--- config.mk ---
export PLATFORM = sky130hd
export DESIGN_NAME = bin2bcd_loader
export DESIGN_NICKNAME = d
export VERILOG_FILES = /design/src/rtl/bin2bcd_loader_pkg.sv /design/src/rtl/bin2bcd_loader_add3.sv /design/src/rtl/bin2bcd_loader.sv
export SDC_FILE = /design/constraint.sdc
export NUM_CORES = 1
export LEC_CHECK = 0
export CAP_MARGIN = 20
export CORE_MARGIN = 3
export CORE_UTILIZATION = 58
export DETAILED_ROUTE_END_ITERATION = 6
export GPL_TIMING_DRIVEN = 0
export PLACE_DENSITY_LB_ADDON = 0.25
export SYNTH_ARGS = -nofsm -noshare
export SYNTH_HDL_FRONTEND = slang
export SYNTH_SLANG_ARGS = --single-unit
--- constraint.sdc ---
create_clock -name CLK -period 3.15 [get_ports CLK]
set_input_delay 0.945 -clock CLK [delete_from_list [all_inputs] [get_ports CLK]]
set_output_delay 0.945 -clock CLK [all_outputs]
set_load 0.02 [all_outputs]
--- src/rtl/bin2bcd_loader_pkg.sv ---
// Shared constants for the binary-to-BCD loader: FSM state encoding and
// the BCD digit limits used by the shift-add-3 correction.
package bin2bcd_loader_pkg;

   typedef enum logic [1:0] {
      IDLE  = 2'd0,
      SHIFT = 2'd1,
      DONE  = 2'd2
   } state_t;

   localparam logic [3:0] BCD_DIGIT_MAX   = 4'd9;
   localparam logic [3:0] BCD_ADD3_THRESH = 4'd5;
   localparam logic [3:0] BCD_ADD3_VAL    = 4'd3;

endpackage

--- src/rtl/bin2bcd_loader_add3.sv ---
// Single-digit shift-add-3 corrector: a digit of 5 or more gets 3 added
// (mod 16) so that the following left shift carries correctly into the
// next decimal digit.
module bcd_add3
   import bin2bcd_loader_pkg::*;
(
   input  logic [3:0] din,
   output logic [3:0] dout
);

   // add 3 when the digit would reach 10 or more after doubling
   always_comb begin
      dout = din;
      if (din >= BCD_ADD3_THRESH) begin
         dout = din + BCD_ADD3_VAL;
      end
   end

endmodule

--- src/rtl/bin2bcd_loader.sv ---
// Sequential binary-to-BCD converter feeding the parallel-load side of a
// chained BCD digit counter. One conversion takes BIN_WIDTH shift cycles
// plus one DONE cycle in which Load strobes the freshly registered BcdOut.
//
//   state | meaning
//   ------+----------------------------------------------------------
//   IDLE  | waiting for Start; BcdOut/Overflow hold the last result
//   SHIFT | one add-3-then-shift step per cycle, bit counter running
//   DONE  | result registered; Load high for exactly this one cycle
module bin2bcd_loader
   import bin2bcd_loader_pkg::*;
#(
   parameter int BIN_WIDTH = 8,
   parameter int DIGITS    = 3
) (
   input  logic                  CLK,
   input  logic                  RST,
   input  logic [BIN_WIDTH-1:0]  BinValue,
   input  logic                  Start,
   output logic                  Busy,
   output logic                  Load,
   output logic [4*DIGITS-1:0]   BcdOut,
   output logic                  Overflow
);

   localparam int BCD_W = 4 * DIGITS;
   localparam int CNT_W = $clog2(BIN_WIDTH + 1);

   state_t               state_q, state_d;
   logic [BCD_W-1:0]     bcd_q, bcd_corr, bcd_nxt, bcd_sat;
   logic [BIN_WIDTH-1:0] bin_q, bin_nxt;
   logic [CNT_W-1:0]     cnt_q;
   logic                 ovf_q, ovf_nxt;
   logic                 last_shift;

   for (genvar g = 0; g < DIGITS; g++) begin : g_digit
      bcd_add3 u_add3 (
         .din  (bcd_q[4*g +: 4]),
         .dout (bcd_corr[4*g +: 4])
      );
      assign bcd_sat[4*g +: 4] = BCD_DIGIT_MAX;
   end

   // one conversion step: corrected digits and binary shift left as one vector;
   // the bit falling off the top digit means the value does not fit
   always_comb begin
      {bcd_nxt, bin_nxt} = {bcd_corr, bin_q} << 1;
      ovf_nxt            = ovf_q | bcd_corr[BCD_W-1];
      last_shift         = (cnt_q == CNT_W'(1));
   end

   // state register
   always_ff @(posedge CLK or negedge RST) begin
      if (!RST) begin
         state_q <= IDLE;
      end else begin
         state_q <= state_d;
      end
   end

   // next-state logic; Start only matters in IDLE
   always_comb begin
      state_d = state_q;
      case (state_q)
         IDLE:    if (Start) state_d = SHIFT;
         SHIFT:   if (last_shift) state_d = DONE;
         DONE:    state_d = IDLE;
         default: state_d = IDLE;
      endcase
   end

   assign Busy = (state_q != IDLE);
   assign Load = (state_q == DONE);

   // datapath: capture on accept, shift in SHIFT, register the result on the
   // final shift so it is valid throughout the DONE cycle
   always_ff @(posedge CLK or negedge RST) begin
      if (!RST) begin
         bin_q    <= '0;
         bcd_q    <= '0;
         ovf_q    <= 1'b0;
         cnt_q    <= '0;
         BcdOut   <= '0;
         Overflow <= 1'b0;
      end else begin
         case (state_q)
            IDLE: begin
               if (Start) begin
                  bin_q <= BinValue;
                  bcd_q <= '0;
                  ovf_q <= 1'b0;
                  cnt_q <= CNT_W'(BIN_WIDTH);
               end
            end
            SHIFT: begin
               bin_q <= bin_nxt;
               bcd_q <= bcd_nxt;
               ovf_q <= ovf_nxt;
               cnt_q <= cnt_q - 1'b1;
               if (last_shift) begin
                  BcdOut   <= ovf_nxt ? bcd_sat : bcd_nxt;
                  Overflow <= ovf_nxt;
               end
            end
            default: ;
         endcase
      end
   end

endmodule

After elaboration in Yosys (flattened, before gate mapping)

Index checks and enable logic that the tools add are counted.

Bits in registers: 40
Input bits: 11
Word-level logic and storage cells: 41

Add/subtract/negate cells: 4
Order comparisons: 3
Equality and inequality tests: 5
Mux-type cells: 15
Bitwise gates (word level): 1
Reduce and logical (&&, ||, !) cells: 6

Operators with widths:

| operator                                                              | count |
|---|---|
| 12-bit two-way mux                                                    | 2 |
| 12-bit case mux with 2 select lines                                   | 1 |
| 4-bit two-way mux                                                     | 4 |
| 8-bit case mux with 2 select lines                                    | 1 |
| 4-bit by 2-bit adder with 4-bit output, second input constant         | 3 |
| 4-bit by 3-bit >= comparator with 1-bit output, second input constant | 3 |
| 8-bit two-way mux                                                     | 1 |
| 4-bit case mux with 2 select lines                                    | 1 |
| 2-bit AND reduction                                                   | 3 |
| 4-bit by 1-bit equality test with 1-bit output, second input constant | 1 |
| 2-bit two-way mux                                                     | 2 |
| 2-bit inequality test, second input constant                          | 2 |
| 2-bit case mux with 2 select lines                                    | 1 |
| 2-bit nonzero test                                                    | 2 |
| 4-bit by 1-bit subtractor with 4-bit output, second input constant    | 1 |
| 2-bit by 1-bit equality test with 1-bit output, second input constant | 1 |
| 2-bit equality test, second input constant                            | 1 |
| 2-bit logical NOT                                                     | 1 |
| 1-bit case mux with 2 select lines                                    | 1 |
| 1-bit two-way mux                                                     | 1 |
| 1-bit OR                                                              | 1 |

Depth between registers and ports, before layout

Depth in word-level cells: 4
Gate-level depth with buffers: 8
Gate-level depth less buffers: 7

Hierarchy

From an unflattened synthesis, not the netlist that was laid out.

Cells, all modules: 191
Area, all modules: 1955.6 um^2

By module, submodules not included:

| module         | times used | cells each | area each (um^2) | sequential area each (um^2) |
|---|---|---|---|---|
| bin2bcd_loader | 1          | 143        | 1651.6           | 1001.0 |
| bcd_add3       | 3          | 16         | 101.3            | 0.0 |

Worst setup path after synthesis

No wires, ideal clock.

Path kind: register to output
Start: register state_q[0]
End: output port Busy
Arrival: 1.105 ns
Path slack: 1.100 ns
Cell stages (with the launch flop): 4
Cell sequence: dfrtp_1 buf_2 clkbuf_1 or2_2

Longest elaborated chain between the ends: 1

RTL lines:

| item                   | RTL line             | text |
|---|---|---|
| start, declared        | bin2bcd_loader.sv:29 | `state_t state_q, state_d;` |
| start signal, assigned | bin2bcd_loader.sv:57 | `state_q <= state_d;` |
| 2-bit nonzero test     | bin2bcd_loader.sv:72 | `assign Busy = (state_q != IDLE);` |
| end, declared          | bin2bcd_loader.sv:20 | `output logic Busy,` |

No other way between the ends.

Worst setup path after layout

Start: register state_q[1]
End: output port Load

Longest elaborated chain between the ends: 1

RTL lines:

| item                | RTL line             | text |
|---|---|---|
| 2-bit equality test | bin2bcd_loader.sv:73 | `assign Load = (state_q == DONE);` |
| end, declared       | bin2bcd_loader.sv:21 | `output logic Load,` |

No other way between the ends.

==> flow_summary.yaml <==
worst_setup_path:
  timing_worst_setup_path_type: "register to primary output"
  regToRegSetupSlack_ns: 1.20
  r2r-start: "bcd_q[8]"
  cpMaxStageDelayCell: "clkdlybuf4s50_1"
  timing.critical_path.fanout_max: 10
  cp.buffers_inverters: 2
  worst_path_largest_cell_delay_ns: 0.61
  cp.arrival_ns: 1.87
  crit_path_end_kind: "primary output"
  worst_setup_start_kind: "register"
  worst_r2r_endpoint: "BcdOut[2]"
  worst-r2r-cell-count: 5
  cp_data_required_time_ns: 2.20
  worstPathCellList: "clkbuf_1, nor2b_1, clkdlybuf4s50_1"
  critPathTopFamily: "buffers and inverters"
drt:
  detail_route.wirelength_um: 3970
  firstDrtPassIters: 4
  drcViolationCount: 0
  ant_nets: 0
  vias: 1570
  routed_via_density: 5.67
  wl_per_cell_um: 14.3
  first_iter_violations: 113
global_routing:
  grt_pass1_wl_um: 6900
  gr-total-overflow: 0
  vias_in_the_first_global_route: 1519
  total_track_usage: 0.214
  number_of_antenna_violations_at_the_first_check_in_global_routing: 0
  grt_start_max_net_pins: 41
sta:
  finalClockSkew_ns: 0.0141
  layout_worst_path_cycle_share: 0.893
  final.min_clock_period_ns: 2.81
  finalHoldViolCount: 0
  timing.final.ws_setup_ns: 0.336
  max_clock_freq_ghz: 0.355
  timing.max_slew.rel_slack: 0.427
  final_max_slew_viol_count: 0
  worst-slew-pin-transition_ns: 0.859
  report.final.setup_viol: 0
  rsz0062_at_grt: "no"
  setup_tns_ns: 0
power:
  power.density_cell_area_nw_per_um2: 1080
  worst_ir_drop_vdd_mv: 0.496
  cellLeakagePower_nw: 1.01
status:
  outcome: "completed"
cells_and_area:
  final_design_area_no_fill_um2: 2340
  fill_count: 252
  num-nets-final: 251
  final_cell_count_no_fill: 277
  layout-drive-gt1-share: 0.0815
  n_antenna_cell: 0
  layout-area-overhead-vs-synth_pct: 18.9
yosys:
  yosys.cell_types.count: 34
  post_synth_inst_count: 201
  synthFlopType: "dfrtp_1"
  synth.yosys.seq_area_share: 0.509
  yosys_warnings: 0
  postSynthAreaPerCell_um2: 9.79
  synth_area_um2: 1970
  synthesis.nets: 220
  ys_ff_latch: 40
  proportion_of_synthesized_flip_flops_having_asynchronous_set_or_reset: 1.00
  synth_enable_flop_cells: 0
placed_design:
  place_inst: 270
  place.gp.congestion: 0.853
  place.detailed.hpwl_um: 2990
  numPortBuffers: 25
  post_detailed_placement_cell_area_um2: 2270
  place_ws_ns: 0.429
clock_tree:
  insertion_delay_ns: 0.34
  cts_repair_resize_count: 0
  path_clk_slew_ns: 0.12
  cts-root-to-sink-buffers: 2
  cts_tree: "yes"
  htree_levels: 2
  tritoncts.num_buffers: 5
  post_cts_setup_buffers: 0
  cts-root-buf: "clkbuf_4"
  numClockSinks: 40
  post_cts_hold_buffer_count: 0
floorplanning:
  fp.dieH_um: 64.3
  dieArea_um2: 4130
  num_io_pins: 26
  floorplan.core_area_um2: 3150
  core.rowCount: 20
  initial_utilization: 0.624
  die_w_um: 64.3
min_path:
  min_delay_worst_endpoint: "Overflow"
  holdPathStages: 2
  min-delay-start: "Overflow"
  hold_class: "register to register"
job:
  maxCapViolations: 0
state kept, by name, indices dropped and copies added (netlist names):
| name | flops |
|---|---|
| BcdOut | 12 |
| Overflow | 1 |
| bcd_q | 12 |
| bin_q | 8 |
| cnt_q | 4 |
| ovf_q | 1 |
| state_q | 2 |
report_power, final:
part / internal, W / leakage [nW] / switching, W / total (W)
combinational: 0.000557 / 0.469 / 0.000700 / 0.00126
clock: 0.000167 / 0.0422 / 0.000164 / 0.000330
sequential: 0.000747 / 0.497 / 0.000185 / 0.000932
cells in the mapped netlist (all sizes together), types with 3 or more instances:
cell type / n / area (um2)
a21o: 3 / 22.5
a21oi: 16 / 80.1
a22o: 4 / 35.0
a31o: 3 / 26.3
a31oi: 5 / 31.3
and2: 3 / 18.8
buf: 3 / 23.8
clkbuf: 6 / 22.5
dfrtp: 40 / 1000
ha: 8 / 100
inv: 10 / 37.5
mux2i: 3 / 30.0
nand2: 25 / 93.8
nand2b: 5 / 38.8
nor2: 11 / 41.3
nor2b: 3 / 18.8
nor3b: 14 / 105
o21ai: 26 / 134
o31ai: 3 / 22.5
xnor2: 3 / 26.3
layer usage:
metal / GRT usage / share of wire / routed length [um] / vias to the layer above
met2: 0.375 / 0.52 / 2080 / 43
li1: - / - / - / 756
met5: 0 / 0 / 0 / -
met4: 0.0475 / 0 / 0 / 0
met3: 0.0580 / 0.056 / 223 / 0
met1: 0.262 / 0.42 / 1670 / 771
how the worst max path moves through the flow:
stage	start	to	slack, ns	cells past startpoint
final	state_q[1]	Load	0.34	3
after global routing	state_q[0]	Busy	0.19	3
after CTS	state_q[0]	Busy	0.04	4
after detailed placement	state_q[0]	Busy	0.43	4
after global placement	RST	bin_q[6]	0.22	1
after floorplan	state_q[0]	Busy	1.10	3
metrics by stage:
| step | hold slack [ns] | total power (W) | utilization |
|---|---|---|---|
| final | 0.496 | 0.00252 | 0.742 |
| after global routing | 0.527 | 0.00275 | 0.742 |
| after CTS | 0.501 | 0.00254 | 0.744 |
| after detailed placement | 0.473 | 0.00221 | 0.719 |
| after global placement | 0.458 | 0.00213 | 0.721 |
| after floorplan | 0.450 | 0.00178 | - |
final cells by class:
type                            instances  area (um2)  share of cell area
Tap cell                               44        55.1              0.0235
Clock inverter                          2        35.0              0.0150
Buffer                                  8        42.5              0.0182
Sequential cell                        40        1000               0.428
Multi-Input combinational cell        142         883               0.377
Clock buffer                            6        41.3              0.0176
Timing Repair Buffer                   25         245               0.105
Inverter                               10        37.5              0.0160
cells by family (layout without fill, tap and decap cells):
logic type	count (synthesis)	after routing	synth area share
multiplexers	3	3	0.0153
buffers and inverters	19	51	0.0426
adder cells (fa/ha/maj)	8	8	0.0509
AND/OR/NAND/NOR	65	65	0.176
AO/OA/AOI/OAI	63	63	0.193
XOR/XNOR	3	3	0.0134
flip-flops	40	40	0.509
tightest hold or removal path, stage by stage, from the launching register on:
cell and delay [ns]:
dfrtp_1 0.37, nand2_1 0.05, o21ai_0 0.06
layout by cell type, fill, tap and decap left out:
cell and count:
a211o_1 1, a211oi_2 1, a21o_1 3, a21oi_1 16, a22o_1 4, a31o_1 1
a31o_2 2, a31oi_1 5, and2_0 1, and2_1 2, buf_2 2, buf_4 1
buf_6 1, bufinv_16 1, clkbuf_1 6, clkbuf_4 5, clkdlybuf4s50_1 24, clkinv_2 1
dfrtp_1 40, ha_1 8, inv_1 9, inv_2 1, mux2i_1 3, nand2_1 25
nand2b_1 4, nand2b_4 1, nand3b_1 1, nor2_1 11, nor2b_1 3, nor3_1 1
nor3b_1 14, o21ai_0 25, o21ai_2 1, o21bai_1 1, o31ai_1 3, or2_2 1
or3_4 1, xnor2_1 3
No activity file was read; power rests on OpenSTA's default activity.
